<file path="src/rtl/hazard_pkg.sv">
// Shared definitions for the pipeline hazard controller.
// Latency: none, package only.
// Backpressure: none, package only.
package hazard_pkg;

    typedef enum logic [1:0] {
        RUN      = 2'd0,
        LD_STALL = 2'd1,
        BR_FLUSH = 2'd2
    } hcu_state_t;

    localparam int LOAD_USE_DELAY_MIN     = 1;
    localparam int LOAD_USE_DELAY_MAX     = 3;
    localparam int BRANCH_FLUSH_DEPTH_MIN = 1;
    localparam int BRANCH_FLUSH_DEPTH_MAX = 2;

endpackage

</file>
<file path="src/rtl/sat_counter.sv">
// Saturating up-counter with synchronous clear.
// Latency: count reflects inc/clr one clock after they are sampled.
// Backpressure: none; holds at all-ones instead of wrapping.
// Ports: clk, rst_n (async active-low), inc, clr (wins over inc), count.
module sat_counter #(
    parameter int CNT_W = 16
) (
    input  logic             clk,
    input  logic             rst_n,
    input  logic             inc,
    input  logic             clr,
    output logic [CNT_W-1:0] count
);

    logic [CNT_W-1:0] count_q;
    logic [CNT_W-1:0] count_d;

    always_comb begin
        count_d = count_q;
        if (clr) begin
            count_d = '0;
        end else if (inc && (count_q != '1)) begin
            count_d = count_q + CNT_W'(1);
        end
    end

    always_ff @(posedge clk or negedge rst_n) begin
        if (!rst_n) begin
            count_q <= '0;
        end else begin
            count_q <= count_d;
        end
    end

    assign count = count_q;

endmodule

</file>
<file path="src/rtl/hazard_control_unit.sv">
// Load-use stall, late-branch flush and memory-busy freeze control for a 5-stage pipe.
// Latency: control outputs are combinational from state + inputs; counters lag one clock.
// Backpressure: mem_busy freezes the whole pipe and holds the FSM; it outranks branch and hazard.
// Ports: ID/EX register specifiers and load/branch/busy flags in; PC, IF/ID, ID/EX and
//        EX/MEM enables/flush/bubble out; saturating stall_cnt and flush_cnt out.
module hazard_control_unit
    import hazard_pkg::*;
#(
    parameter int REG_ADDR_W         = 5,
    parameter int LOAD_USE_DELAY     = 1,
    parameter int BRANCH_FLUSH_DEPTH = 1,
    parameter int CNT_W              = 16
) (
    input  logic                  clk,
    input  logic                  rst_n,
    input  logic [REG_ADDR_W-1:0] id_rs,
    input  logic [REG_ADDR_W-1:0] id_rt,
    input  logic                  id_uses_rt,
    input  logic [REG_ADDR_W-1:0] ex_rd,
    input  logic                  ex_mem_read,
    input  logic                  ex_branch_taken,
    input  logic                  mem_busy,
    input  logic                  clr_cnt,
    output logic                  pc_write,
    output logic                  if_id_write,
    output logic                  id_ex_bubble,
    output logic                  if_id_flush,
    output logic                  ex_mem_hold,
    output logic [CNT_W-1:0]      stall_cnt,
    output logic [CNT_W-1:0]      flush_cnt
);

    if (LOAD_USE_DELAY < LOAD_USE_DELAY_MIN || LOAD_USE_DELAY > LOAD_USE_DELAY_MAX) begin : g_bad_lud
        $error("hazard_control_unit: LOAD_USE_DELAY must be 1..3");
    end
    if (BRANCH_FLUSH_DEPTH < BRANCH_FLUSH_DEPTH_MIN ||
        BRANCH_FLUSH_DEPTH > BRANCH_FLUSH_DEPTH_MAX) begin : g_bad_bfd
        $error("hazard_control_unit: BRANCH_FLUSH_DEPTH must be 1..2");
    end

    hcu_state_t state_q, state_d;
    logic [1:0] rem_q, rem_d;
    logic       hazard;

    // Register 0 is hardwired zero, so a load targeting it can never feed a consumer.
    assign hazard = ex_mem_read && (ex_rd != '0) &&
                    ((ex_rd == id_rs) || (id_uses_rt && (ex_rd == id_rt)));

    always_comb begin
        state_d      = state_q;
        rem_d        = rem_q;
        pc_write     = 1'b1;
        if_id_write  = 1'b1;
        id_ex_bubble = 1'b0;
        if_id_flush  = 1'b0;
        ex_mem_hold  = 1'b0;

        if (mem_busy) begin
            // Whole pipe frozen; FSM and countdown hold.
            pc_write    = 1'b0;
            if_id_write = 1'b0;
            ex_mem_hold = 1'b1;
        end else if (ex_branch_taken) begin
            // Taken branch from any state: kill wrong path, abandon any pending stall.
            if_id_flush  = 1'b1;
            id_ex_bubble = 1'b1;
            state_d      = (BRANCH_FLUSH_DEPTH == 2) ? BR_FLUSH : RUN;
            rem_d        = 2'd0;
        end else begin
            case (state_q)
                RUN: begin
                    if (hazard) begin
                        pc_write     = 1'b0;
                        if_id_write  = 1'b0;
                        id_ex_bubble = 1'b1;
                        if (LOAD_USE_DELAY > 1) begin
                            state_d = LD_STALL;
                            rem_d   = 2'(LOAD_USE_DELAY - 1);
                        end
                    end
                end
                LD_STALL: begin
                    // Countdown only; the hazard is not re-checked until back in RUN.
                    pc_write     = 1'b0;
                    if_id_write  = 1'b0;
                    id_ex_bubble = 1'b1;
                    if (rem_q == 2'd1) begin
                        state_d = RUN;
                        rem_d   = 2'd0;
                    end else begin
                        rem_d = rem_q - 2'd1;
                    end
                end
                BR_FLUSH: begin
                    if_id_flush = 1'b1;
                    state_d     = RUN;
                end
                default: begin
                    state_d = RUN;
                    rem_d   = 2'd0;
                end
            endcase
        end

        // While reset is asserted the pipe is held with a NOP in ID/EX.
        if (!rst_n) begin
            pc_write     = 1'b0;
            if_id_write  = 1'b0;
            id_ex_bubble = 1'b1;
            if_id_flush  = 1'b0;
            ex_mem_hold  = 1'b0;
        end
    end

    always_ff @(posedge clk or negedge rst_n) begin
        if (!rst_n) begin
            state_q <= RUN;
            rem_q   <= 2'd0;
        end else begin
            state_q <= state_d;
            rem_q   <= rem_d;
        end
    end

    sat_counter #(.CNT_W(CNT_W)) u_stall_cnt (
        .clk   (clk),
        .rst_n (rst_n),
        .inc   (!pc_write),
        .clr   (clr_cnt),
        .count (stall_cnt)
    );

    sat_counter #(.CNT_W(CNT_W)) u_flush_cnt (
        .clk   (clk),
        .rst_n (rst_n),
        .inc   (if_id_flush),
        .clr   (clr_cnt),
        .count (flush_cnt)
    );

endmodule

</file>
<file path="config.mk">
export PLATFORM = sky130hd
export DESIGN_NAME = hazard_control_unit
export DESIGN_NICKNAME = d
export VERILOG_FILES = /design/src/rtl/hazard_pkg.sv /design/src/rtl/sat_counter.sv /design/src/rtl/hazard_control_unit.sv
export SDC_FILE = /design/constraint.sdc
export NUM_CORES = 1
export LEC_CHECK = 0
export ABC_AREA = 1
export CAP_MARGIN = 10
export CORE_MARGIN = 3
export CORE_UTILIZATION = 44
export CTS_CLUSTER_SIZE = 10
export DETAILED_ROUTE_END_ITERATION = 7
export HOLD_SLACK_MARGIN = 0.06
export PLACE_DENSITY = 0.85
export SETUP_SLACK_MARGIN = 0.5
export SKIP_CTS_REPAIR_TIMING = 1
export SLEW_MARGIN = 20
export SYNTH_ARGS = -nofsm -noshare
export SYNTH_HDL_FRONTEND = slang
export SYNTH_SLANG_ARGS = --single-unit
export TNS_END_PERCENT = 20
</file>
<file path="constraint.sdc">
create_clock -name clk -period 1.7 [get_ports clk]
set_input_delay 0.34 -clock clk [delete_from_list [all_inputs] [get_ports clk]]
set_output_delay 0.34 -clock clk [all_outputs]
set_load 0.05 [all_outputs]
</file>
==> results.sh, run 1 <==
export IMPL_cpPeakStageDelay_ps=410
export IMPL_p_per_area_nw_per_um2=555
export IMPL_fp_dieArea_sq_um=6030
export IMPL_drive_above_1_share=0.467
export IMPL_numCtsBuffers=5
export IMPL_outcome="finished with violations"
export IMPL_drtIter0Drc=161
export IMPL_port_buffers=58
export IMPL_start_kind="flop"
export IMPL_yosysWarnings=0
export IMPL_critPathArrivalTime_ps=1910
export IMPL_slew_violations=0
export IMPL_synth_cells=326
export IMPL_cp_num_buf_inv=0
export IMPL_r2r_start="u_stall_cnt.count[0]"
export IMPL_grt_ovfl_total=0
export IMPL_p_total_w=0.00208
export IMPL_design_core_area_sq_um=4850
export IMPL_leakagePower_nw=1.84
export IMPL_path_cells="ha_4 -> nand2_4 -> nor2_4 -> nand3_4 -> nor2_8 -> nand3_4 -> nand3_4 -> nand2_8 -> nand2_1 -> nand2_1"
export IMPL_hold_violations=0
export IMPL_viasPerCell=5.29
export IMPL_syn_to_final_growth_pct=66.2
export IMPL_grt_setup_unrepaired="true"
export IMPL_synth_top_cells_by_count="nand2_1 (79), inv_1 (40), nor2_1 (38), dfrtp_1 (32), nand3_1 (30)"
export IMPL_ir_worst_vdd_uv=523
export IMPL_r2r_end="u_stall_cnt.count[5]"
export IMPL_antenna_found_initial=0
export IMPL_synth_top_cell_area_share=0.355
export IMPL_yosys_cell_count_top_type="nand2_1"
export IMPL_grtUsageMet2=0.374
export IMPL_clock_fmax_mhz=579
export IMPL_cpMostUsedCell="nand3_4"
export IMPL_busiest_layer="met2"
export IMPL_clock_latency_ps=300
export IMPL_ant_nets=0
export IMPL_finish_net_count=449
export IMPL_clkTransAtPathRegs_ps=80
export IMPL_start_util=0.466
export IMPL_synthesis_nets=350
export IMPL_synth_top_area_cell="dfrtp_1"
export IMPL_synth_area_per_cell_sq_um=6.92
export IMPL_cts_tree="built"
export IMPL_final_util=0.774
export IMPL_worstSetupPathType="flop to flop"
export IMPL_wire_per_inst_um=15.1
export IMPL_synth_edf_count=0
export IMPL_period_needed_ps=1730
export IMPL_die_height_um=77.6
export IMPL_hp_class="input pin to asynchronous set/reset pin"
export IMPL_ys_flop_type="dfrtp_1"
export IMPL_grt_pass1_wl_um=10600
export IMPL_gr_usage_all_layers=0.217
export IMPL_worstPathMaxFanout=11
export IMPL_die_width_um=77.6
export IMPL_yosysSeqAreaShare=0.355
export IMPL_cp_data_required_time_ps=1880
export IMPL_drcViolationCount=0
export IMPL_async_reset_ff_frac=1.00
export IMPL_rrSetupSlack_ps=-30
export IMPL_finalClockSkew_ps=13.9
export IMPL_worstMarginPinSlew_ps=417
export IMPL_cts_htree_levels=2
export IMPL_ios=59
export IMPL_dp_hpwl_um=4650
export IMPL_routed_wl_um=7420
export IMPL_rows=25
export IMPL_clkSinkCount=32
export IMPL_cts_root_buf="clkbuf_8"
export IMPL_drtPass1Iterations=4
export IMPL_netlist_top_cells_area="dfrtp_1 (35%), nand2_1 (13%), inv_1 (6.7%), nand3_1 (6.7%), nor2_1 (6.3%)"
export IMPL_setup_viol=9
export IMPL_ys_types=34
export IMPL_antenna_diode_count=0
export IMPL_worstRegToRegCells=10
export IMPL_synthesis_area_sq_um=2260
export IMPL_use_met1=0.269
export IMPL_maxCapViolCount=0
export IMPL_synth_seq_cells=32
export IMPL_fin_crit_sh=1.02
export IMPL_crit_slowest_cell="dfrtp_2"
export IMPL_endpoint_kind="flop"
export IMPL_grt_start_max_net_pins=33
export IMPL_grt_pass1_vias=2264
export IMPL_final_setup_worst_slack_ps=-26.9
export IMPL_gp_congestion=0.934
export IMPL_clock_path_buffers=2
export IMPL_vias=2607
export IMPL_slew_headroom=0.722
export IMPL_crit_family="simple AND/OR/NAND/NOR gates"
export IMPL_met3_usage=0.0545
export IMPL_violations="setup timing"
through the flow:
step / hold slack (ps) / worst slack, ps / TNS [ps] / instances / cell area, sq um
3_5_place_dp: 486 / -407 / -9490 / 468 / 3140
2_1_floorplan: 44.4 / -89.1 / -1200 / 326 / 2300
3_3_place_gp: 479 / -328 / -7640 / 468 / 3140
5_1_grt: 205 / -141 / -2210 / 493 / 3750
4_1_cts: 496 / -414 / -1580 / 476 / 3260
6_report: 172 / -26.9 / -101 / 493 / 3750
sequential cells by signal (all words and copies together), names as in the netlist:
name	flops
u_stall_cnt.count	16
u_flush_cnt.count	16
placed cells by master, fill, tap and decap left out, types with 4 or more instances in the layout:
cell type and n:
nor2_2 5, nand2_2 29, nand2_1 63, nand3_2 5
nor3_1 7, clkbuf_8 7, buf_6 31, dfrtp_2 16
dfrtp_1 16, inv_4 4, nand4_1 6, buf_12 10
o21ai_0 8, inv_2 6, buf_8 10, xor2_1 7
a21oi_1 9, dlymetal6s2s_1 4, nand3_1 24, inv_1 34
nor2_1 30, nand2_4 6, o21ai_1 7, buf_4 37
nor2_4 7, clkbuf_2 7, nand3_4 4
logic make-up (layout without fill, tap and decap cells):
family          after synthesis  after routing  share of synthesized area
simple gates                196            197                      0.424
buf+inv                      55            154                      0.101
compound gates               32             32                     0.0748
flops                        32             32                      0.355
xor+xnor                      9              9                     0.0349
fa+ha+maj                     2              2                     0.0111
where the power goes:
group          total [W]  switching [W]  internal, W
Clock           0.000831       0.000314     0.000517
Sequential      0.000797      0.0000204     0.000777
Combinational   0.000456       0.000261     0.000195
layout make-up:
cell class	instances	area, sq um
clock inverter	1	30.0
inverter	46	188
multi-input combinational	240	1460
sequential	32	821
tap	67	83.8
timing repair buffer	100	1070
clock buffer	7	96.3
fill	304	1100
routing by layer:
metal / wire, um / vias to the layer above
met5: 0 / -
met4: 199 / 0
met3: 398 / 18
met2: 4000 / 106
met1: 2830 / 1248
li1: - / 1235
worst min-delay path: stages:
cell and delay [ps]:
buf_8 80, buf_4 110, buf_4 370
how the worst max path moves through the flow:
stage,slack (ps),from,depth (start not counted),end
floorplan,-90,u_stall_cnt.count[0],11,u_stall_cnt.count[15]
global placement,-330,ex_rd[0],11,if_id_write
detailed placement,-410,ex_rd[3],9,if_id_write
CTS,-410,ex_rd[3],9,if_id_write
global route,-140,u_stall_cnt.count[1],10,u_stall_cnt.count[5]
finish,-30,u_stall_cnt.count[0],10,u_stall_cnt.count[5]
Power figures use the tool's default switching activity.
==> inputs of run 2 (changes only) <==
--- a/config.mk
+++ b/config.mk
@@ -11,6 +11,7 @@
 export CORE_UTILIZATION = 44
 export CTS_CLUSTER_SIZE = 10
 export DETAILED_ROUTE_END_ITERATION = 7
+export GPL_TIMING_DRIVEN = 0
 export HOLD_SLACK_MARGIN = 0.06
 export PLACE_DENSITY = 0.85
 export SETUP_SLACK_MARGIN = 0.5
==> results.sh, run 2 (synthesis gave the netlist of run 1 again) <==
export IMPL_p_total_w=0.00192
export IMPL_period_needed_ps=1760
export IMPL_slew_violations=0
export IMPL_slew_headroom=0.627
export IMPL_drcViolationCount=0
export IMPL_maxCapViolCount=0
export IMPL_pre_cts_slack_ps=-1030
export IMPL_worstPathMaxFanout=3
export IMPL_dp_hpwl_um=4490
export IMPL_cpMostUsedCell="nand2_1"
export IMPL_leakagePower_nw=1.87
export IMPL_antenna_found_initial=0
export IMPL_port_buffers=57
export IMPL_start_kind="input pin"
export IMPL_dpl_cell_area_sq_um=2980
export IMPL_wire_per_inst_um=14.9
export IMPL_worstSetupPathType="input pin to output port"
export IMPL_cpPeakStageDelay_ps=140
export IMPL_layout_cells_most_common_list="nand2_1 (63), inv_1 (33), buf_4 (31)"
export IMPL_clock_fmax_mhz=569
export IMPL_clkSinkCount=32
export IMPL_cts_htree_levels=2
export IMPL_busiest_layer="met2"
export IMPL_finalInstanceArea_sq_um=3700
export IMPL_drive_above_1_share=0.434
export IMPL_violations="setup timing"
export IMPL_path_cells="buf_6 -> inv_2 -> nand2_1 -> nand2_1 -> nor2_1 -> nand3_1 -> nand2_1 -> nand2_2 -> nand2_2 -> nand2_4 -> buf_6 -> buf_8"
export IMPL_cp_num_buf_inv=4
export IMPL_design_core_area_sq_um=4850
export IMPL_drtIter0Drc=164
export IMPL_hold_violations=0
export IMPL_hold_ws_ps=99.0
export IMPL_clock_path_buffers=2
export IMPL_die_width_um=77.6
export IMPL_final_common_cell="nand2_1"
export IMPL_antenna_diode_count=0
export IMPL_routed_wl_um=7310
export IMPL_worstMarginPinSlew_ps=559
export IMPL_cts_root_buf="clkbuf_8"
export IMPL_fp_dieArea_sq_um=6030
export IMPL_p_per_area_nw_per_um2=518
export IMPL_die_height_um=77.6
export IMPL_gr_usage_all_layers=0.213
export IMPL_ir_worst_vdd_uv=423
export IMPL_fin_crit_sh=1.03
export IMPL_crit_family="simple AND/OR/NAND/NOR gates"
export IMPL_hp_class="input pin to asynchronous set/reset pin"
export IMPL_finalClockSkew_ps=7.08
export IMPL_grt_ovfl_total=0
export IMPL_outcome="finished with violations"
export IMPL_ant_nets=0
export IMPL_grt_setup_unrepaired="true"
export IMPL_grt_start_max_net_pins=19
export IMPL_gp_congestion=0.891
export IMPL_rows=25
export IMPL_cts_tree="built"
export IMPL_ios=59
export IMPL_endpoint_kind="output port"
export IMPL_cp_data_required_time_ps=1360
export IMPL_met3_usage=0.0464
export IMPL_finish_net_count=447
export IMPL_setup_viol=2
export IMPL_use_met1=0.269
export IMPL_grtUsageMet2=0.370
export IMPL_start_util=0.466
export IMPL_drtPass1Iterations=5
export IMPL_clkTransAtPathRegs_ps=70
export IMPL_critPathArrivalTime_ps=1420
export IMPL_clock_latency_ps=290
export IMPL_grt_pass1_wl_um=10500
export IMPL_vias=2614
export IMPL_crit_slowest_cell="buf_8"
export IMPL_syn_to_final_growth_pct=64.0
export IMPL_final_setup_worst_slack_ps=-58.5
export IMPL_viasPerCell=5.32
export IMPL_grt_pass1_vias=2303
export IMPL_numCtsBuffers=5
run 2: cell count changes in the layout (fill, tap and decap cells not counted), sizes merged:
cell	change
clkdlybuf4s50	-1
clkinv	+3
inv	-1
buf	-10
bufinv	-1
dlymetal6s2s	+4
dlygate4sd3	+5
nand2	-1
run 2: per-layer routing:
| metal | share of wire | up-vias |
|---|---|---|
| li1 | - | 1233 |
| met1 | 0.38 | 1236 |
| met2 | 0.52 | 119 |
| met3 | 0.069 | 26 |
| met4 | 0.027 | 0 |
| met5 | 0 | - |
run 2: through the flow:
step,utilization,setup TNS [ps],cells
after detailed placement,0.614,-14440,451
after CTS,0.634,-11330,459
final,0.763,-68.1,491
after global routing,0.763,-837,491
after floorplan,-,-1200,326
after global placement,0.610,-68700,450
run 2: report_power, final:
group | leakage (nW) | total (W) | internal, W | switching, W
registers | 0.413 | 0.000800 | 0.000777 | 0.0000230
clock network | 0.0510 | 0.000623 | 0.000323 | 0.000299
logic | 1.41 | 0.000494 | 0.000223 | 0.000270
run 2: final timing paths:
path                       depth (start not counted)  slack [ps]                   from                     to
max                                               12         -60               ex_rd[3]               pc_write
min                                                3         100                  rst_n   u_flush_cnt.count[5]
max reg2reg                                       11          10   u_stall_cnt.count[0]  u_stall_cnt.count[10]
min reg2reg                                        1         550  u_flush_cnt.count[10]  u_flush_cnt.count[10]
max in group asynchronous                          3         850                  rst_n   u_stall_cnt.count[1]
min in group clk                                   4         470                clr_cnt  u_stall_cnt.count[13]
run 2: worst reg2reg max path, delay by kind of cell, from the launching register on:
family / cells / cell delay, ps
flip-flops: 1 / 410
adder cells (fa/ha/maj): 1 / 160
buffers and inverters: 1 / 170
AND/OR/NAND/NOR: 9 / 840
run 2: cell type report:
cell class	count	area (sq um)
multi-input cells	239	1410
clock inverters	2	10.0
flip-flops and latches	32	825
repair buffers	90	1020
well taps	67	83.8
clock buffers	6	82.6
inverters	46	193
fillers	337	1150
plain buffers	9	77.6
==> inputs of run 3 (changes only) <==
--- a/config.mk
+++ b/config.mk
@@ -6,7 +6,6 @@
 export NUM_CORES = 1
 export LEC_CHECK = 0
 export ABC_AREA = 1
-export CAP_MARGIN = 10
 export CORE_MARGIN = 3
 export CORE_UTILIZATION = 44
 export CTS_CLUSTER_SIZE = 10
==> results of run 3 <==
Same layout as run 2: the final DEF is identical, and so are final timing and power.
